[config.mk]
export PLATFORM = sky130hd
export DESIGN_NAME = register_file_flat
export DESIGN_NICKNAME = d
export VERILOG_FILES = /design/src/rtl/register_file_pkg.sv /design/src/rtl/register_file_if.sv /design/src/rtl/register_file_entry.sv /design/src/rtl/register_file.sv /design/src/flat_wrapper.sv
export SDC_FILE = /design/constraint.sdc
export NUM_CORES = 1
export LEC_CHECK = 0
export CAP_MARGIN = 20
export CORE_UTILIZATION = 55
export CTS_BUF_LIST = sky130_fd_sc_hd__clkbuf_4
export DETAILED_ROUTE_END_ITERATION = 6
export MAX_ROUTING_LAYER = met4
export PLACE_DENSITY = 0.79
export SLEW_MARGIN = 20
export SYNTH_ARGS = -nofsm -noshare
export SYNTH_HDL_FRONTEND = slang
export SYNTH_SLANG_ARGS = --single-unit
[constraint.sdc]
create_clock -name clk -period 1.65 [get_ports clk]
set_input_delay 0.165 -clock clk [delete_from_list [all_inputs] [get_ports clk]]
set_output_delay 0.165 -clock clk [all_outputs]
set_load 0.03 [all_outputs]
[src/rtl/register_file_pkg.sv]
// register_file_pkg: shared defaults, bypass encodings and clog2 helper for the register file
package register_file_pkg;
    localparam int DEF_WIDTH = 8;
    localparam int DEF_DEPTH = 4;
    localparam int BYP_NEW = 1;
    localparam int BYP_OLD = 0;
    function automatic int clog2(input int n);
        int r = 0;
        while ((1 << r) < n) r++;
        return r;
    endfunction
endpackage

[src/rtl/register_file_if.sv]
// register_file_if: write/read/clear bus of the register file; perr exists only with REGFILE_PARITY_EN
interface register_file_if
    import register_file_pkg::*;
#(
    parameter int WIDTH = DEF_WIDTH,
    parameter int DEPTH = DEF_DEPTH
);
    localparam int AW = clog2(DEPTH);
    logic             wr;
    logic [AW-1:0]    wa;
    logic [WIDTH-1:0] d;
    logic             rd;
    logic [AW-1:0]    ra;
    logic             clr;
    logic [WIDTH-1:0] q;
    logic             q_valid;
    logic             hit;
`ifdef REGFILE_PARITY_EN
    logic             perr;
    modport master (output wr, wa, d, rd, ra, clr, input q, q_valid, hit, perr);
    modport slave  (input wr, wa, d, rd, ra, clr, output q, q_valid, hit, perr);
`else
    modport master (output wr, wa, d, rd, ra, clr, input q, q_valid, hit);
    modport slave  (input wr, wa, d, rd, ra, clr, output q, q_valid, hit);
`endif
endinterface

[src/rtl/register_file_entry.sv]
// regfile_entry: one stored word with its valid bit (and parity bit under REGFILE_PARITY_EN)
module regfile_entry
    import register_file_pkg::*;
#(
    parameter int WIDTH = DEF_WIDTH
) (
    input  logic             clk,
    input  logic             rst,
    input  logic             we,
    input  logic             clr,
    input  logic [WIDTH-1:0] d,
`ifdef REGFILE_PARITY_EN
    output logic             par,
`endif
    output logic [WIDTH-1:0] word,
    output logic             valid
);
    // word and valid; a write in the same cycle as clr leaves the entry valid
    always_ff @(posedge clk) begin
        if (rst) begin
            word  <= '0;
            valid <= 1'b0;
        end else begin
            if (we) word <= d;
            valid <= we | (valid & ~clr);
        end
    end
`ifdef REGFILE_PARITY_EN
    // even parity of the written data, kept alongside the word
    always_ff @(posedge clk) begin
        par <= rst ? 1'b0 : we ? ^d : par;
    end
`endif
endmodule

[src/rtl/register_file.sv]
// register_file: DEPTH x WIDTH bank with registered read, valid tracking and bulk clear; parity via REGFILE_PARITY_EN
module register_file
    import register_file_pkg::*;
#(
    parameter int WIDTH  = DEF_WIDTH,
    parameter int DEPTH  = DEF_DEPTH,
    parameter int BYPASS = BYP_NEW
) (
    input logic           clk,
    input logic           rst,
    register_file_if.slave bus
);
    localparam int AW = clog2(DEPTH);
    logic [WIDTH-1:0] words [DEPTH];
    logic [DEPTH-1:0] valids;
    logic [WIDTH-1:0] rdata;
    logic             rvalid;
    logic             byp;
`ifdef REGFILE_PARITY_EN
    logic [DEPTH-1:0] pars;
    logic             rpar;
`endif
    for (genvar i = 0; i < DEPTH; i++) begin : g_ent
        regfile_entry #(.WIDTH(WIDTH)) u_ent (
            .clk   (clk),
            .rst   (rst),
            .we    (bus.wr && bus.wa == AW'(i)),
            .clr   (bus.clr),
            .d     (bus.d),
`ifdef REGFILE_PARITY_EN
            .par   (pars[i]),
`endif
            .word  (words[i]),
            .valid (valids[i])
        );
    end
    // read mux; addresses with no entry read as zero and invalid
    always_comb begin
        rdata  = '0;
        rvalid = 1'b0;
`ifdef REGFILE_PARITY_EN
        rpar   = 1'b0;
`endif
        for (int i = 0; i < DEPTH; i++) begin
            if (bus.ra == AW'(i)) begin
                rdata  = words[i];
                rvalid = valids[i];
`ifdef REGFILE_PARITY_EN
                rpar   = pars[i];
`endif
            end
        end
    end
    assign byp = (BYPASS == BYP_NEW) && bus.wr && bus.wa == bus.ra && int'(bus.ra) < DEPTH;
    // output registers: q/hit hold between reads, q_valid pulses per read
    always_ff @(posedge clk) begin
        if (rst) begin
            bus.q       <= '0;
            bus.hit     <= 1'b0;
            bus.q_valid <= 1'b0;
        end else begin
            bus.q_valid <= bus.rd;
            if (bus.rd) begin
                bus.q   <= byp ? bus.d : rdata;
                bus.hit <= byp | rvalid;
            end
        end
    end
`ifdef REGFILE_PARITY_EN
    // parity error flag; bypassed and out-of-range reads carry no stored parity
    always_ff @(posedge clk) begin
        bus.perr <= rst ? 1'b0 : bus.rd ? (!byp && (rpar != ^rdata)) : bus.perr;
    end
`endif
endmodule
[src/flat_wrapper.sv]
// flat-port wrapper written by rule: the top's interface ports become plain ports
module register_file_flat import register_file_pkg::*;
#(
    parameter int WIDTH  = DEF_WIDTH,
    parameter int DEPTH  = DEF_DEPTH,
    parameter int BYPASS = BYP_NEW
)
  (clk, rst, bus_wr, bus_wa, bus_d, bus_rd, bus_ra, bus_clr, bus_q, bus_q_valid, bus_hit);
  register_file_if #(.WIDTH(WIDTH), .DEPTH(DEPTH)) bus_i ();
  input logic clk;
  input logic rst;
  input wire logic [$bits(bus_i.wr)-1:0] bus_wr;
  input wire logic [$bits(bus_i.wa)-1:0] bus_wa;
  input wire logic [$bits(bus_i.d)-1:0] bus_d;
  input wire logic [$bits(bus_i.rd)-1:0] bus_rd;
  input wire logic [$bits(bus_i.ra)-1:0] bus_ra;
  input wire logic [$bits(bus_i.clr)-1:0] bus_clr;
  output wire logic [$bits(bus_i.q)-1:0] bus_q;
  output wire logic [$bits(bus_i.q_valid)-1:0] bus_q_valid;
  output wire logic [$bits(bus_i.hit)-1:0] bus_hit;
  assign bus_i.wr = bus_wr;
  assign bus_i.wa = bus_wa;
  assign bus_i.d = bus_d;
  assign bus_i.rd = bus_rd;
  assign bus_i.ra = bus_ra;
  assign bus_i.clr = bus_clr;
  assign bus_q = bus_i.q;
  assign bus_q_valid = bus_i.q_valid;
  assign bus_hit = bus_i.hit;
  register_file #(.WIDTH(WIDTH), .DEPTH(DEPTH), .BYPASS(BYPASS)) u_core (.clk(clk), .rst(rst), .bus(bus_i));
endmodule
==> metrics, run 1 <==
status finished clean; worst path buffer plus inverter count 1; multi-input logic area 1080 sq um; Cell variety after synth 27; FF+latch count, synth 46; sequential share of the synthesized area 43.1%; Worst Setup Slack, final ~0.092 ns; Detail Route Antenna Nets 0; Final #Nets about 250; Hold WC Path Type reg2reg; Worst-path clk slew ~0.12 ns; number of global-route vias before repair 1,587; Post-Syn Instances approximately 200; worst-path cell chain clkdlybuf4s50_1; antenna violations before repair 0; Starting DRT DRC Count 142; element type at the critical path end output pin; I/O Buffers 26; post-synthesis mux area share 20.9%; Pins Over Slew Limit 0; IO Pins 27; largest net degree at the start of global routing 47; largest family of logic cells by synthesized area multiplexers; FF+latch area between 900 and 1000 sq um; Routed WL per cell 16.8 um; Die X about 64 um; Pleak just over 1 nW; syn nets approximately 220; Tcrit/Tclk final a little over nine tenths; RSZ-0062 raised after global routing false; reg2reg setup slack roughly 0.42 ns; CTS tree done; HPWL Detailed approximately 3.2 mm; most common cell after layout, fill and taps aside dfxtp_1; CTS Hold Bufs 0; Post-Route Utilization a little over two thirds; Hold Path Sink u_core.g_ent[1].u_ent.valid$_SDFF_PP0_; clock sink count 46; critical path class reg2out; final WL between 4 and 5 mm; first-pass GRT wire length ~7.7 mm; layout cells sized above 1 roughly 18%; Max-slew headroom 68.7%; DR vias/cell between 5 and 6; max-cap violations 0; Synth Area in Adders 0%; final setup fails 0; CTS H-tree lvls 2; Diodes inserted 0; postcts setup bufs 0; Hold Crit Start u_core.g_ent[1].u_ent.valid$_SDFF_PP0_; CP Launch Type flip-flop; depth of the worst register-to-register path 3; pwr dens 878 nW/um^2; CP arrival 1.39 ns; Fin Setup TNS 0 ns; grt total ovfl 0; highest-delay cell along the critical path clkdlybuf4s50_1; filler instances 279; startpoint of the worst-slack reg-to-reg timing path u_core.g_ent[1].u_ent.valid$_SDFF_PP0_; Pre-antenna DRT Iters 4; synthesized area between 2000 and 2500 sq um; Crit Path Max Fanout 2; Yosys warning count 0; row cnt 22; Synth Area in Simple Gates between 10% and 20%; total track usage between 20% and 30%; max frequency 642 MHz; Peak supply drop around 0.00051 V; Worst Skew slightly below 0.008 ns; via count between 1,500 and 2,000; drt drc 0; Clock Tree Buf Depth 2; clock latency on the worst-skew pair around 0.36 ns; Initial Util around 58%; Hold Fails Final Rpt 0; reg2reg end u_core.bus.hit$_SDFFE_PP0P_; CP max stage delay roughly 0.67 ns; Num CTS Buffers 5; slew at the pin closest to its max-slew limit about 0.47 ns; Final min period around 1.6 ns; post-CTS sizing 0; CP top delay family buffers and inverters; Avg Cell Area, Syn roughly 11 sq um; Clock Root Buffer clkbuf_4; Die Ht 64.3 um; Hold Path Cell Cnt 2; gp weighted congestion just under 0.8; core box area between 3000 and 4000 sq um; DP Worst Slack -0.154 ns; overall die area just over 4000 sq um; commonest non-fill, non-tap cells in the layout 46 x dfxtp_1, 35 x nor2_1, 26 x clkdlybuf4s50_1; Area Growth Syn to Fin 20.7%; Synth Area in XOR/XNOR between 4 and 5%; compound-gate portion of the synthesized area a little under an eighth; Worst Path Required roughly 1.5 ns
==> cell type report <==
type                       instances  area share (%)
tap                               48            2.33
inverter                           2           0.291
timing repair buffer              40            16.6
sequential                        46            35.7
clock buffer                       7            2.04
multi-input combinational        134            41.8
clock inverter                     1            1.17
==> stage by stage <==
| step | instances | hold slack [ns] | instance area, sq um | total power, mW |
|---|---|---|---|---|
| floorplan | 198 | 0.299 | 2130 | 1.44 |
| global placement | 270 | 0.440 | 2490 | 1.57 |
| detailed placement | 270 | 0.452 | 2490 | 1.59 |
| CTS | 278 | 0.466 | 2580 | 2.28 |
| global route | 278 | 0.475 | 2580 | 2.35 |
| finish | 278 | 0.464 | 2580 | 2.26 |
==> synth_stat cells <==
cell type,count,share of area [%]
dfxtp_1,46,43
nor2_1,35,6.2
mux2i_1,24,11
nand2_1,18,3.2
a21oi_1,12,2.8
a311oi_2,8,5.6
mux4_2,8,8.4
nand4_1,8,2.3
o31ai_1,8,2.8
buf_2,4,0.94
buf_4,3,1.1
buf_6,3,1.6
clkbuf_1,3,0.53
clkbuf_8,3,1.9
inv_1,2,0.35
nand3b_1,2,0.70
a211oi_1,1,0.35
a31oi_1,1,0.29
and3_1,1,0.29
mux4_1,1,1.2
nand3_1,1,0.23
nor2b_1,1,0.29
nor3b_1,1,0.35
xnor2_2,1,0.76
xnor2_4,1,1.3
xor2_2,1,0.76
xor2_4,1,1.3
==> report_power, final <==
part	switching [mW]	leakage [nW]	internal, mW
sequential	0.0244	0.375	1.16
combinational	0.208	0.593	0.183
clock	0.337	0.0463	0.354
==> how the worst max path moves through the flow <==
stage               depth (start not counted)                            to                    startpoint  slack, ns
floorplan                                   4  u_core.bus.q[0]$_SDFFE_PP0P_                     bus_ra[0]       0.49
global placement                            5  u_core.bus.q[7]$_SDFFE_PP0P_                     bus_ra[0]       -0.1
detailed placement                          5  u_core.bus.q[7]$_SDFFE_PP0P_                     bus_ra[0]      -0.15
CTS                                         1                      bus_q[7]  u_core.bus.q[7]$_SDFFE_PP0P_       0.07
global route                                1                      bus_q[7]  u_core.bus.q[7]$_SDFFE_PP0P_       0.03
finish                                      1                      bus_q[7]  u_core.bus.q[7]$_SDFFE_PP0P_       0.09
==> sequential cells by signal, indices dropped and copies added, names as in the netlist <==
name / count
u_core.g_ent.u_ent.valid: 4
u_core.g_ent.u_ent.word: 32
u_core.bus.hit: 1
u_core.bus.q: 8
u_core.bus.q_valid: 1
==> logic make-up after synthesis <==
kind of cell    count (synthesis)
flops                          46
mux                            33
compound gates                 30
xor+xnor                        4
buf+inv                        18
simple gates                   67
==> worst register-to-register path: cells and delay by family, from the launching register on <==
family             cells  cell delay (ns)
AOI/OAI and AO/OA      2             0.27
muxes                  1             0.53
DFF                    1             0.32
==> per-layer routing <==
layer / vias up / part of all wire, % / global-route usage [%]
met5: - / 0 / -
met4: 0 / 0.75 / 9.72
met3: 4 / 6.0 / 5.71
met2: 63 / 48 / 41.4
met1: 759 / 45 / 31.3
li1: 776 / - / -
Power figures use the tool's default switching activity.
==> run 2: changes to the inputs <==
--- a/config.mk
+++ b/config.mk
@@ -9,6 +9,7 @@
 export CORE_UTILIZATION = 55
 export CTS_BUF_LIST = sky130_fd_sc_hd__clkbuf_4
 export DETAILED_ROUTE_END_ITERATION = 6
+export HOLD_SLACK_MARGIN = 0.02
 export MAX_ROUTING_LAYER = met4
 export PLACE_DENSITY = 0.79
 export SLEW_MARGIN = 20
==> results of run 2 <==
Final layout, timing and power as in run 1 (identical DEF).
==> run 3: changes to the inputs <==
--- a/config.mk
+++ b/config.mk
@@ -5,13 +5,14 @@
 export SDC_FILE = /design/constraint.sdc
 export NUM_CORES = 1
 export LEC_CHECK = 0
-export CAP_MARGIN = 20
+export CAP_MARGIN = 5
 export CORE_UTILIZATION = 55
 export CTS_BUF_LIST = sky130_fd_sc_hd__clkbuf_4
 export DETAILED_ROUTE_END_ITERATION = 6
 export HOLD_SLACK_MARGIN = 0.02
 export MAX_ROUTING_LAYER = met4
 export PLACE_DENSITY = 0.79
+export SETUP_SLACK_MARGIN = 0.1
 export SLEW_MARGIN = 20
 export SYNTH_ARGS = -nofsm -noshare
 export SYNTH_HDL_FRONTEND = slang
==> metrics, run 3 (synthesis gave the netlist of run 1 again) <==
critical path class reg2out (unchanged); startpoint of the worst-slack reg-to-reg timing path u_core.g_ent[1].u_ent.valid$_SDFF_PP0_ (unchanged); most common cell after layout, fill and taps aside dfxtp_1 (unchanged); CP arrival 1.34 ns (was 1.39 ns); antenna violations before repair 0 (unchanged); drt drc 0 (unchanged); final WL 4.71 mm (was 4.67 mm); number of global-route vias before repair 1,587 (unchanged); Worst Setup Slack, final 0.144 ns (was 0.0923 ns); Starting DRT DRC Count 159 (was 142); Worst Skew 0.00592 ns (was 0.00785 ns); overall die area 4130 sq um (unchanged); Final Instance Count excl. Fillers 278 (unchanged); final setup fails 0 (unchanged); largest register by flop count u_core.g_ent.u_ent.word (unchanged); Psw 0.575 mW (was 0.570 mW); depth of the worst register-to-register path 3 (unchanged); Diodes inserted 0 (unchanged); worst-path cell chain clkdlybuf4s50_1 (unchanged); I/O Buffers 26 (unchanged); DP Worst Slack -0.154 ns (unchanged); CP top delay family buffers and inverters (unchanged); Hold Fails Final Rpt 0 (unchanged); Die X 64.3 um (unchanged); Area Growth Syn to Fin 20.3% (was 20.7%); CTS tree done (unchanged); Worst-path clk slew 0.12 ns (about the same); max-cap violations 0 (unchanged); Pre-antenna DRT Iters 4 (unchanged); combinational power share 17.0% (was 17.3%); Worst Path Required 1.48 ns (about the same); CP max stage delay 0.65 ns (was 0.67 ns); postcts setup bufs 0 (unchanged); largest net degree at the start of global routing 47 (unchanged); Routed WL per cell 16.9 um (was 16.8 um); reg2reg end u_core.bus.hit$_SDFFE_PP0P_ (unchanged); Pleak 1.06 nW (was 1.01 nW); first-pass GRT wire length 7.71 mm (unchanged); grt total ovfl 0 (unchanged); DR vias/cell 5.83 (was 5.76); IO Pins 27 (unchanged); total track usage 25.7% (unchanged); clock sink count 46 (unchanged); Final min period 1.51 ns (was 1.56 ns); Hold WC Path Type reg2reg (unchanged); Fin Setup TNS 0 ns (unchanged); Clock Root Buffer clkbuf_4 (unchanged); core box area 3690 sq um (unchanged); Peak supply drop 0.000510 V (was 0.000506 V); RSZ-0062 raised after global routing false (unchanged); CP Launch Type flip-flop (unchanged); Crit Path Max Fanout 1 (was 2); element type at the critical path end output pin (unchanged); Pins Over Slew Limit 0 (unchanged); commonest non-fill, non-tap cells in the layout 46 x dfxtp_1, 35 x nor2_1, 24 x mux2i_1 (was 46 x dfxtp_1, 35 x nor2_1, 26 x clkdlybuf4s50_1); layout cells sized above 1 18.3% (unchanged); via count 1,620 (was 1,602); gp weighted congestion 0.793 (unchanged); worst path buffer plus inverter count 1 (unchanged); DP Cell Count 270 (unchanged); Detail Route Antenna Nets 0 (unchanged); Num CTS Buffers 5 (unchanged); largest registers u_core.g_ent.u_ent.word (32), u_core.bus.q (8), u_core.g_ent.u_ent.valid (4) (unchanged); max FFs per register 32 (unchanged); clock latency on the worst-skew pair 0.36 ns (about the same); Final #Nets 246 (unchanged); Net Sw Frac 25.5% (was 25.2%); CTS H-tree lvls 2 (unchanged); reg2reg setup slack 0.41 ns (was 0.42 ns); Initial Util 57.9% (unchanged); Hold Crit Start u_core.g_ent[1].u_ent.valid$_SDFF_PP0_ (unchanged); Hold Path Sink u_core.g_ent[1].u_ent.valid$_SDFF_PP0_ (unchanged); Die Ht 64.3 um (unchanged); Flop pwr share 52.2% (about the same); clock share of power 30.8% (was 30.6%); HPWL Detailed 3.24 mm (unchanged); highest-delay cell along the critical path clkdlybuf4s50_1 (unchanged); max frequency 664 MHz (was 642 MHz); row cnt 22 (unchanged); Max-slew headroom 67.2% (was 68.7%); status finished clean (unchanged); pwr dens 880 nW/um^2 (was 878 nW/um^2); slew at the pin closest to its max-slew limit 0.490 ns (was 0.467 ns); CTS Hold Bufs 0 (unchanged); Tcrit/Tclk final 91.3% (was 94.4%); Clock Tree Buf Depth 2 (unchanged); Hold Path Cell Cnt 2 (unchanged); Pint 1.68 mW (was 1.69 mW)
[run 3: changes by cell type in the layout (fill, tap and decap cells not counted), sizes merged]
cell | previous run | this run
clkdlybuf4s50 | 26 | 17
dlygate4sd2 | 0 | 8
dlymetal6s2s | 0 | 1
[run 3: metal layers]
metal  vias up  GRT usage (%)  part of all wire, %
li1        776              -                    -
met2        66           41.4                   49
met1       772           31.3                   44
met3         6           5.71                  6.5
met5         -              -                    0
met4         0           9.72                  1.1
[run 3: worst max-delay path by stage]
| stage | cells after the start | to | start |
|---|---|---|---|
| 6_report | 1 | bus_q_valid | u_core.bus.q_valid$_SDFF_PP0_ |
| 4_1_cts | 1 | bus_hit | u_core.bus.hit$_SDFFE_PP0P_ |
| 5_1_grt | 1 | bus_q_valid | u_core.bus.q_valid$_SDFF_PP0_ |
| 2_1_floorplan | 4 | u_core.bus.q[0]$_SDFFE_PP0P_ | bus_ra[0] |
| 3_3_place_gp | 5 | u_core.bus.q[7]$_SDFFE_PP0P_ | bus_ra[0] |
| 3_5_place_dp | 5 | u_core.bus.q[7]$_SDFFE_PP0P_ | bus_ra[0] |
[run 3: area by class of cell]
type / instances / area (sq um)
fill: 281 / 1120
multi-input combinational: 134 / 1080
timing repair buffer: 40 / 420
inverter: 2 / 7.51
sequential: 46 / 921
clock inverter: 1 / 30.0
tap: 48 / 60.1
clock buffer: 7 / 52.6
[run 3: through the flow]
stage / area (sq um) / hold WS (ns) / utilization [%] / total power [mW]
floorplan: 2130 / 0.299 / - / 1.44
detailed placement: 2490 / 0.452 / 67.6 / 1.59
CTS: 2570 / 0.466 / 69.6 / 2.27
finish: 2570 / 0.465 / 69.6 / 2.26
global route: 2570 / 0.475 / 69.6 / 2.34
global placement: 2490 / 0.440 / 67.6 / 1.57
[run 3: repair_timing]
action / CTS / global route
gates resized for setup: 8 / 1
endpoints found under the setup margin: 8 / 1
hold endpoints to repair: 0 / 0
[run 3: power groups by stage]
stage / clock network (mW) / logic [mW] / registers (mW)
4_1_cts: 0.710 / 0.382 / 1.18
3_5_place_dp: 0 / 0.387 / 1.20
2_1_floorplan: 0 / 0.215 / 1.23
3_3_place_gp: 0 / 0.374 / 1.20
6_report: 0.697 / 0.383 / 1.18
5_1_grt: 0.751 / 0.409 / 1.18
